## src/rtl/movimentador_tiros.sv

```systemverilog
// Shot mover: on request, walks every shot RAM slot, advances active shots one cell and retires
// those leaving the field. Define TIRO_WRAP_EN to wrap coordinates around the field instead.
module movimentador_tiros #(
   parameter int unsigned N_TIROS    = 8,
   parameter int unsigned COORD_BITS = 4,
   localparam int unsigned A = (N_TIROS > 1) ? $clog2(N_TIROS) : 1,
   localparam int unsigned W = 3 + 2 * COORD_BITS
) (
   input  logic         clock,
   input  logic         reset,
   input  logic         movimenta_tiro,
   output logic         fim_move_tiros,
   output logic [A-1:0] endereco_tiro,
   input  logic [W-1:0] dado_tiro_in,
   output logic [W-1:0] dado_tiro_out,
   output logic         escreve_tiro,
   output logic [A:0]   contagem_ativos,
   output logic [2:0]   db_estado_movimentador_tiros
);

   typedef enum logic [2:0] {
      StInicial  = 3'd0,
      StLe       = 3'd1,
      StAtualiza = 3'd2,
      StProximo  = 3'd3,
      StFim      = 3'd4
   } estado_e;

   localparam logic [A-1:0]          UltimoEnd = A'(N_TIROS - 1);
   localparam logic [COORD_BITS-1:0] Um        = COORD_BITS'(1);
   localparam logic [COORD_BITS-1:0] CoordMax  = '1;
   localparam logic [A:0]            UmCont    = (A + 1)'(1);

   estado_e       estado_q, estado_d;
   logic [A-1:0]  endereco_q, endereco_d;
   logic [A:0]    acumulador_q, acumulador_d;
   logic [A:0]    contagem_q, contagem_d;

   logic                  ativo, saiu;
   logic [1:0]            dir;
   logic [COORD_BITS-1:0] x, y, x_mov, y_mov;
   logic [W-1:0]          palavra_movida;

   always_ff @(posedge clock) begin
      if (reset) begin
         estado_q     <= StInicial;
         endereco_q   <= '0;
         acumulador_q <= '0;
         contagem_q   <= '0;
      end else begin
         estado_q     <= estado_d;
         endereco_q   <= endereco_d;
         acumulador_q <= acumulador_d;
         contagem_q   <= contagem_d;
      end
   end

   // Moved word for the slot currently on dado_tiro_in.
   always_comb begin
      ativo = dado_tiro_in[W-1];
      dir   = dado_tiro_in[W-2:W-3];
      x     = dado_tiro_in[2*COORD_BITS-1 -: COORD_BITS];
      y     = dado_tiro_in[COORD_BITS-1:0];
      x_mov = x;
      y_mov = y;
      saiu  = 1'b0;
      case (dir)
         2'b00: begin
            saiu  = (y == '0);
            y_mov = y - Um;
         end
         2'b01: begin
            saiu  = (x == CoordMax);
            x_mov = x + Um;
         end
         2'b10: begin
            saiu  = (y == CoordMax);
            y_mov = y + Um;
         end
         default: begin
            saiu  = (x == '0);
            x_mov = x - Um;
         end
      endcase
`ifdef TIRO_WRAP_EN
      saiu = 1'b0;
`endif
      palavra_movida = saiu ? {1'b0, dir, x, y} : {1'b1, dir, x_mov, y_mov};
   end

   always_comb begin
      estado_d     = estado_q;
      endereco_d   = endereco_q;
      acumulador_d = acumulador_q;
      contagem_d   = contagem_q;
      unique case (estado_q)
         StInicial: begin
            endereco_d   = '0;
            acumulador_d = '0;
            if (movimenta_tiro) estado_d = StLe;
         end
         StLe: estado_d = StAtualiza;
         StAtualiza: begin
            if (ativo && !saiu) acumulador_d = acumulador_q + UmCont;
            estado_d = StProximo;
         end
         StProximo: begin
            if (endereco_q == UltimoEnd) begin
               contagem_d = acumulador_q;
               estado_d   = StFim;
            end else begin
               endereco_d = endereco_q + A'(1);
               estado_d   = StLe;
            end
         end
         StFim: begin
            if (!movimenta_tiro) begin
               estado_d     = StInicial;
               endereco_d   = '0;
               acumulador_d = '0;
            end
         end
         default: estado_d = StInicial;
      endcase
   end

   // Reset gates the write so a pending slot update never lands during reset.
   always_comb begin
      escreve_tiro                 = (estado_q == StAtualiza) && ativo && !reset;
      dado_tiro_out                = (estado_q == StAtualiza) ? palavra_movida : '0;
      fim_move_tiros               = (estado_q == StFim);
      endereco_tiro                = endereco_q;
      contagem_ativos              = contagem_q;
      db_estado_movimentador_tiros = estado_q;
   end

endmodule
```

## config.mk

```make
export PLATFORM = sky130hd
export DESIGN_NAME = movimentador_tiros
export DESIGN_NICKNAME = d
export VERILOG_FILES = /design/src/rtl/movimentador_tiros.sv
export SDC_FILE = /design/constraint.sdc
export NUM_CORES = 1
export LEC_CHECK = 0
export ABC_AREA = 0
export CAP_MARGIN = 5
export CORE_MARGIN = 2
export CORE_UTILIZATION = 48
export CTS_BUF_LIST = sky130_fd_sc_hd__clkbuf_4
export DETAILED_ROUTE_END_ITERATION = 8
export PLACE_DENSITY = 0.82
export SLEW_MARGIN = 20
export SYNTH_ARGS = -nofsm -noshare
export SYNTH_HDL_FRONTEND = slang
export SYNTH_SLANG_ARGS = --single-unit
```

## constraint.sdc

```tcl
create_clock -name clock -period 7 [get_ports clock]
set_input_delay 1.4 -clock clock [delete_from_list [all_inputs] [get_ports clock]]
set_output_delay 1.4 -clock clock [all_outputs]
set_load 0.01 [all_outputs]
```

==> out/qor.csv, run 1 <==
metric,value,unit
ctsHoldBuffers,0,
antenna_found_initial,0,
crit_buf_inv,4,
critPathTopFamily,buffers and inverters,
avgSynthCellArea,8.313,µm²
grt_start_max_net_pins,15,
worstMarginPinSlew,0.5411,ns
path_clk_slew,0.08,ns
dieArea,2947,µm²
drive_above_1_share,7.104,%
reg2reg_to,endereco_tiro[1],
io-pin-count,37,
crit_required,5.60,ns
antenna_cells,0,
setup_viol,0,
min_to,contagem_ativos[0],
grt_pass1_vias,1118,
hold_ws,0.4672,ns
die_x,54.29,µm
holdPathStages,2,
synth_cell_types,40,
dp_hpwl,2.183,mm
r2r_cells,7,
cp.arrival,4.11,ns
wirelength,2.765,mm
finalHoldViolCount,0,
finish.net_count,212,
core,2432,µm²
crit_slowest_cell,clkdlybuf4s50_1,
gp_congestion,0.7661,
clkSinkCount,14,
dr.pass1.iters,4,
io_buffers,36,
p_leak,0.6506,nW
start_util,49.90,%
dieHeight,54.29,µm
grt_overflow_total,0,
min_period,5.511,ns
synth_cells,146,
pwr_density_cell,147.4,nW/µm²
rsz0062_at_grt,false,
dpl_worst_slack,1.492,ns
r2r-start,endereco_tiro[0],
netlist_area,1214,µm²
clock_latency,0.28,ns
drt-met1-wl,1.224,mm
peakVddDrop,0.1625,mV
dr_wl_met3,95,µm
cts_resized,0,
critical_path.cell_chain,"clkdlybuf4s50_1, inv_1, ha_1, inv_1, ha_1, a21o_1, a21oi_1, xnor2_1, or3_1, a21oi_1, clkdlybuf4s50_1",
worst_slack,1.489,ns
rrSetupSlack,5.16,ns
slew_headroom,63.63,%
cpPeakStageDelay,0.55,ns
cts_buffer_depth,2,
clock.fmax,181.4,MHz
cts-buffers-inserted,3,
crit_type,in -> out,
hp-class,reg -> reg,
fin_worst_skew,0.001684,ns
slew_violations,0,
viasPerCell,5.376,
final_cell_mix,"clkdlybuf4s50_1 (36), nor2_1 (22), dfxtp_1 (14)",
yosys_warnings,0,
cts-root-buf,clkbuf_4,
grt_pass1_wl,4.554,mm
cp_max_fo,5,
highest_layer,met4,
drtIter0Drc,10,
utilization,66.72,%
timing.final.crit_share,78.73,%
wl_per_cell,12.98,µm
status,finished clean,
vias,1145,
synth_nets,174,
grt_usage,20.95,%
power,239.2,µW
antenna_left,0,
yosysSeqAreaShare,23.09,%
synth-seq-cells,14,
crit_path_start_kind,primary input,
area_delta_synth_final,33.71,%
min_from,contagem_ativos[0],
end_kind,output pin,
final_common_cell,clkdlybuf4s50_1,
drc,0,
cts_tree,yes,
num_rows,18,
htreeDepth,1,
dr_wl_met2,1.406,mm
tns,0,ns
post_cts_buffers,0,
fillCellCount,230,
cap_violations,0,
[routing by layer]
layer	global-route usage, %	vias to the layer above
met5	0	-
met3	2.732	5
met4	7.500	0
met1	23.22	522
li1	-	588
met2	40.16	30
[kinds of logic (layout without fill, tap and decap cells)]
| family | count (synthesis) | count (layout) | share of synthesized area, % |
|---|---|---|---|
| AO/OA/AOI/OAI | 31 | 31 | 21.24 |
| XOR/XNOR | 8 | 8 | 5.773 |
| adder cells (fa/ha/maj) | 14 | 14 | 15.67 |
| buffers and inverters | 15 | 52 | 4.949 |
| flip-flops | 14 | 14 | 23.09 |
| multiplexers | 5 | 5 | 4.124 |
| AND/OR/NAND/NOR | 59 | 59 | 25.16 |
[layout make-up]
| class | count | area, µm² | area share (%) |
|---|---|---|---|
| Timing Repair Buffer | 36 | 360.3 | 22.21 |
| Tap cell | 30 | 37.54 | 2.313 |
| Clock buffer | 3 | 22.52 | 1.388 |
| Inverter | 12 | 45.04 | 2.776 |
| Clock inverter | 1 | 3.754 | 0.2313 |
| Multi-Input combinational cell | 117 | 873.3 | 53.82 |
| Sequential cell | 14 | 280.3 | 17.27 |
[power breakdown]
group          switching [mW]  leakage [nW]  internal, mW
sequential            0.00719         0.113        0.0832
combinational          0.0505         0.522        0.0517
clock                  0.0259        0.0154        0.0207
total                  0.0836         0.651         0.156
[state kept, by name, summed over array words and instances, names as in the netlist]
signal and cells:
endereco_tiro 3, acumulador_q 4, contagem_ativos 4, db_estado_movimentador_tiros 3
[cells in the mapped netlist]
| library cell | count | share of area (%) |
|---|---|---|
| o21ai_0 | 2 | 0.82 |
| o31a_2 | 1 | 0.82 |
| nor2b_1 | 1 | 0.52 |
| o21a_1 | 1 | 0.62 |
| clkbuf_1 | 2 | 0.62 |
| inv_1 | 12 | 3.7 |
| a22oi_1 | 1 | 0.62 |
| nor3b_2 | 1 | 1.0 |
| a2bb2oi_1 | 1 | 0.72 |
| o32a_2 | 1 | 0.93 |
| or3_1 | 3 | 1.5 |
| a221o_1 | 1 | 0.82 |
| mux2i_1 | 5 | 4.1 |
| o32a_4 | 1 | 1.9 |
| nand4b_1 | 1 | 0.72 |
| or3_2 | 1 | 0.62 |
| buf_4 | 1 | 0.62 |
| nand3_1 | 6 | 2.5 |
| nor4_1 | 1 | 0.52 |
| or2_2 | 1 | 0.52 |
| a21oi_1 | 13 | 5.4 |
| nand2_1 | 7 | 2.2 |
| or2_1 | 2 | 1.0 |
| nor3b_1 | 1 | 0.62 |
| a211oi_2 | 2 | 2.1 |
| o41ai_4 | 1 | 2.3 |
| nor3_1 | 3 | 1.2 |
| a22o_1 | 3 | 2.2 |
| nor4_2 | 1 | 1.0 |
| nor2_1 | 22 | 6.8 |
| nand2b_1 | 2 | 1.0 |
| dfxtp_1 | 14 | 23 |
| and2_1 | 4 | 2.1 |
| nand4_1 | 1 | 0.52 |
| a21o_1 | 2 | 1.2 |
| ha_1 | 12 | 12 |
| o2111a_1 | 1 | 0.93 |
| fa_1 | 2 | 3.3 |
| and4_1 | 1 | 0.72 |
| xnor2_1 | 8 | 5.8 |
[per-stage QoR]
stage,instance area (µm²),cells
final,1623,213
after global placement,1597,209
after detailed placement,1597,209
after global routing,1623,213
after floorplan,1214,146
after CTS,1623,213
[tightest hold or removal path, delay by kind of cell (launching register included)]
family / cells / cell delay [ns]
DFF: 1 / 0.32
AOI/OAI and AO/OA: 1 / 0.06
and+or+nand+nor: 1 / 0.05
[worst max-delay path by stage]
stage,depth (start not counted),endpoint,slack (ns),start
floorplan,7,dado_tiro_out[3],2.60,dado_tiro_in[8]
global placement,11,dado_tiro_out[3],1.55,dado_tiro_in[8]
detailed placement,11,dado_tiro_out[3],1.49,dado_tiro_in[8]
CTS,11,dado_tiro_out[3],1.48,dado_tiro_in[8]
global route,11,dado_tiro_out[7],1.29,dado_tiro_in[9]
finish,11,dado_tiro_out[3],1.49,dado_tiro_in[8]
(Power assumes the default switching activity.)
==> run 2, diff against run 1 <==
CORE_UTILIZATION = 44   (was 48)
PLACE_DENSITY = 0.79   (was 0.82)
clock period = 4.8 ns   (was 7 ns; I/O delays follow)
==> run 2 against run 1 <==
Net effect:
- clock-buffer cell count is the same
- first-iteration DRC count increased to 3.6 times the previous value
- register-to-register slack lost 2.2 ns
- largest power group unchanged
- highest routed layer unchanged
==> out/qor.csv, run 2 (same netlist as run 1, synthesis figures left out) <==
metric,value,unit,change
status,finished clean,,
finish.net_count,212,,unchanged
drtIter0Drc,36,,+26
io-pin-count,37,,unchanged
finalHoldViolCount,0,,unchanged
crit_start,dado_tiro_in[8],,
hold_ws,0.4591,ns,-0.008103 ns
vias,1190,,+3.9%
slew_headroom,66.24,%,+2.6 points
p_leak,0.6490,nW,-0.25%
grt_usage,19.25,%,-1.7 points
end_kind,output pin,,
placed_cell_area,1598,µm²,about the same
start_util,45.18,%,-4.7 points
dieArea,3195,µm²,+8.4%
antenna_left,0,,unchanged
io_buffers,36,,unchanged
grt_pass1_wl,5.023,mm,+10%
stdcell_area,1627,µm²,+0.23%
clock.fmax,214.1,MHz,
grt_overflow_total,0,,unchanged
pwr_density_cell,213.6,nW/µm²,+45%
dieHeight,56.52,µm,+4.1%
multi_input_area,875.8,µm²,+0.29%
crit_buf_inv,4,,unchanged
dr.pass1.iters,4,,unchanged
hp-class,reg -> reg,,
area_delta_synth_final,34.02,%,
drc,0,,unchanged
cts_buffer_depth,2,,unchanged
final_cell_mix,"clkdlybuf4s50_1 (36), nor2_1 (22), dfxtp_1 (14)",,
num_rows,19,,+1
viasPerCell,5.561,,+3.4%
grt_start_max_net_pins,15,,unchanged
die_x,56.52,µm,+4.1%
fillCellCount,248,,+7.8%
power,347.5,µW,+45%
rsz0062_at_grt,false,,
r2r-start,endereco_tiro[0],,
crit_slowest_cell,clkdlybuf4s50_1,,
slew_violations,0,,unchanged
cpPeakStageDelay,0.56,ns,about the same
grt_pass1_vias,1211,,+8.3%
cp.arrival,3.71,ns,-0.40 ns
reg2reg_to,endereco_tiro[1],,
dp_hpwl,2.282,mm,+4.5%
gp_congestion,0.8033,,+4.9%
min_to,contagem_ativos[1],,
wirelength,2.797,mm,+1.2%
peakVddDrop,0.1926,mV,+19%
core,2686,µm²,+10%
crit_type,in -> out,,
r2r_cells,7,,unchanged
critical_path.cell_chain,"clkdlybuf4s50_1, inv_1, ha_1, inv_1, ha_1, a21o_1, a21oi_1, xnor2_1, or3_1, a21oi_1, clkdlybuf4s50_1",,
dp.cells,210,,+0.48%
regArea,280.3,µm²,unchanged
cts-root-buf,clkbuf_4,,
antenna_found_initial,0,,unchanged
tns,0,ns,unchanged
cp_max_fo,5,,unchanged
timing.final.crit_share,97.29,%,
antenna_cells,0,,unchanged
stdcell_count,214,,+0.47%
min_from,contagem_ativos[1],,
crit_path_start_kind,primary input,,
critPathTopFamily,buffers and inverters,,
worstMarginPinSlew,0.5048,ns,-0.03630 ns
crit_required,3.84,ns,-1.76 ns
post_cts_buffers,0,,unchanged
final_common_cell,clkdlybuf4s50_1,,
rrSetupSlack,2.94,ns,-2.22 ns
wl_per_cell,13.07,µm,+0.68%
htreeDepth,1,,unchanged
path_clk_slew,0.08,ns,about the same
min_period,4.670,ns,
clock_latency,0.28,ns,about the same
drive_above_1_share,7.650,%,+0.55 points
cts_resized,0,,unchanged
fin_worst_skew,0.003820,ns,+0.002135 ns
ctsHoldBuffers,0,,unchanged
cap_violations,0,,unchanged
setup_viol,0,,unchanged
cts-buffers-inserted,3,,unchanged
cts_tree,yes,,
holdPathStages,2,,unchanged
clkSinkCount,14,,unchanged
[run 2: cell count changes in the layout (fill, tap and decap cells not counted)]
cell  change
ha_1      -1
ha_2      +1
[run 2: final cells by class]
class,instances,share of cell area (%)
clock buffers,3,1.385
clock inverters,1,0.2308
inverters,12,2.769
multi-input cells,117,53.85
flip-flops and latches,14,17.23
well taps,31,2.385
repair buffers,36,22.15
[run 2: worst max path at each step]
stage	slack, ns	cells after the start	endpoint
after floorplan	1.28	7	dado_tiro_out[3]
after global placement	0.28	11	dado_tiro_out[3]
after detailed placement	0.14	11	dado_tiro_out[3]
after CTS	0.13	11	dado_tiro_out[3]
after global routing	0.008	11	dado_tiro_out[3]
final	0.13	11	dado_tiro_out[3]
[run 2: metrics by stage]
step                      setup WS [ns]  utilization [%]
after floorplan                   1.283                -
after global placement           0.2833            59.48
after detailed placement         0.1386            59.48
after CTS                        0.1254            60.46
after global routing           0.008001            60.55
final                            0.1299            60.55
[run 2: routing by layer]
layer	vias to the layer above	global-route usage, %	share of wire (%)
li1	588	-	-
met1	561	20.37	42
met2	36	37.04	52
met3	5	3.917	5.8
met4	0	6.463	1.0
met5	-	0	0
[run 2: worst register-to-register path: stages, from the launching register on]
cell,delay [ns]
dfxtp_1,0.39
ha_1,0.16
ha_1,0.28
nor2b_1,0.10
a21oi_1,0.15
a2bb2oi_1,0.36
mux2i_1,0.23
nor2_1,0.05
[run 2: power breakdown]
part           switching [mW]  internal, mW
Combinational          0.0734        0.0757
Sequential             0.0100         0.121
Clock                  0.0369        0.0301
==> run 3, diff against run 2 <==
MAX_ROUTING_LAYER = met4   (was default)
==> run 3 against run 2 <==
Net effect:
- sequential power hardly changed
- routed wire length barely moved
- cell count unchanged
- cell area unchanged
- clock skew hardly changed
- combinational power is essentially flat
- worst setup slack got worse by 0.0031 ns
- core utilization unchanged
- global-route usage up 0.53 points
- sequential share of layout area unchanged
- via count fell by 0.59%
- first-iteration DRC count is the same
- highest routed layer unchanged
==> out/qor.csv, run 3 (same netlist as run 1, synthesis figures left out) <==
metric,value,unit,change
hp-class,reg -> reg,,
min_period,4.673,ns,+0.003054 ns
cp_max_fo,5,,unchanged
setup_viol,0,,unchanged
crit_type,in -> out,,
cts-buffers-inserted,3,,unchanged
wl_per_cell,13.08,µm,about the same
reg2reg_to,endereco_tiro[1],,
drtIter0Drc,36,,unchanged
cts_buffer_depth,2,,unchanged
pwr_density_cell,213.7,nW/µm²,about the same
dieArea,3195,µm²,unchanged
min_to,contagem_ativos[1],,
grt_pass1_vias,1211,,unchanged
utilization,60.55,%,unchanged
finalHoldViolCount,0,,unchanged
grt_usage,19.78,%,+0.53 points
slew_headroom,65.79,%,-0.45 points
core,2686,µm²,unchanged
antenna_found_initial,0,,unchanged
wirelength,2.799,mm,about the same
tns,0,ns,unchanged
clock.fmax,214.0,MHz,about the same
dieHeight,56.52,µm,unchanged
dp.cells,210,,unchanged
htreeDepth,1,,unchanged
grt_start_max_net_pins,15,,unchanged
dp_hpwl,2.282,mm,unchanged
gp_congestion,0.8150,,+1.5%
gr-usage-met2,37.04,%,unchanged
cts_tree,yes,,
cts-root-buf,clkbuf_4,,
end_kind,output pin,,
cpPeakStageDelay,0.56,ns,about the same
finish.net_count,212,,unchanged
r2r_cells,7,,unchanged
rsz0062_at_grt,false,,
area_delta_synth_final,34.02,%,unchanged
worstMarginPinSlew,0.5116,ns,+0.006787 ns
holdPathStages,2,,unchanged
grtUsageMet1,20.66,%,+0.28 points
antenna_cells,0,,unchanged
io_buffers,36,,unchanged
final_cell_mix,"clkdlybuf4s50_1 (36), nor2_1 (22), dfxtp_1 (14)",,
r2r-start,endereco_tiro[0],,
dr.pass1.iters,4,,unchanged
drc,0,,unchanged
num_rows,19,,unchanged
peakVddDrop,0.1927,mV,about the same
crit_path_start_kind,primary input,,
crit_required,3.84,ns,about the same
grt_overflow_total,0,,unchanged
fin_worst_skew,0.003616,ns,-0.0002034 ns
global_route.usage.met3,3.456,%,-0.46 points
die_x,56.52,µm,unchanged
min_from,contagem_ativos[1],,
cap_violations,0,,unchanged
grt_pass1_wl,5.023,mm,unchanged
critical_path.cell_chain,"clkdlybuf4s50_1, inv_1, ha_1, inv_1, ha_1, a21o_1, a21oi_1, xnor2_1, or3_1, a21oi_1, clkdlybuf4s50_1",,
gr-max-usage-layer,met2,,
status,finished clean,,
crit_slowest_cell,clkdlybuf4s50_1,,
slew_violations,0,,unchanged
cp.arrival,3.71,ns,about the same
io-pin-count,37,,unchanged
timing.final.crit_share,97.36,%,about the same
clock_latency,0.28,ns,about the same
p_leak,0.6490,nW,unchanged
final_common_cell,clkdlybuf4s50_1,,
start_util,45.18,%,unchanged
rrSetupSlack,2.94,ns,about the same
stdcell_count,214,,unchanged
path_clk_slew,0.08,ns,about the same
antenna_left,0,,unchanged
vias,1183,,-0.59%
clkSinkCount,14,,unchanged
viasPerCell,5.528,,-0.59%
drive_above_1_share,7.650,%,unchanged
-- run 3: worst max-delay path, delay by kind of cell --
| family | cells | cell delay, ns |
|---|---|---|
| xor+xnor | 1 | 0.11 |
| compound gates | 3 | 0.50 |
| buf+inv | 4 | 1.25 |
| fa+ha+maj | 2 | 0.57 |
| simple gates | 1 | 0.32 |
-- run 3: how the worst max path moves through the flow --
stage | startpoint | slack (ns) | endpoint | cells after the start
3_5_place_dp | dado_tiro_in[8] | 0.14 | dado_tiro_out[3] | 11
2_1_floorplan | dado_tiro_in[8] | 1.28 | dado_tiro_out[3] | 7
5_1_grt | dado_tiro_in[8] | 0.008 | dado_tiro_out[3] | 11
3_3_place_gp | dado_tiro_in[8] | 0.28 | dado_tiro_out[3] | 11
6_report | dado_tiro_in[8] | 0.13 | dado_tiro_out[3] | 11
4_1_cts | dado_tiro_in[8] | 0.13 | dado_tiro_out[3] | 11
-- run 3: stage by stage --
step	instance area, µm²	setup WS, ns	hold slack (ns)	power (mW)
final	1627	0.1269	0.4591	0.3475
after global routing	1627	0.008001	0.5013	0.3763
after floorplan	1214	1.283	0.4691	0.2264
after detailed placement	1598	0.1386	0.4510	0.2836
after CTS	1624	0.1254	0.4632	0.3509
after global placement	1598	0.2833	0.4483	0.2769
-- run 3: layout make-up --
cell class,count,area (µm²)
fill,248,1060
multi-input combinational,117,875.8
timing repair buffer,36,360.3
sequential,14,280.3
inverter,12,45.04
tap,31,38.79
clock buffer,3,22.52
clock inverter,1,3.754
-- run 3: where the power goes --
group | switching [mW] | internal, mW | leakage, nW | total [mW]
Clock | 0.0370 | 0.0301 | 0.0154 | 0.0671
Combinational | 0.0734 | 0.0758 | 0.520 | 0.149
Sequential | 0.0100 | 0.121 | 0.113 | 0.131
Total | 0.120 | 0.227 | 0.649 | 0.348
-- run 3: routing by layer --
layer  wire length [µm]  part of all wire (%)  vias to the layer above
li1                   -                     -                      588
met4                 29                   1.0                        0
met3                132                   4.7                        5
met1               1192                    43                      556
met5                  0                     0                        -
met2               1443                    52                       34
-- run 3: repair_timing --
item,CTS,global route
buffers inserted,0,0
hold buffers,0,0
endpoints found under the hold margin,0,0
gates resized for setup,0,1
setup endpoints to repair,0,1
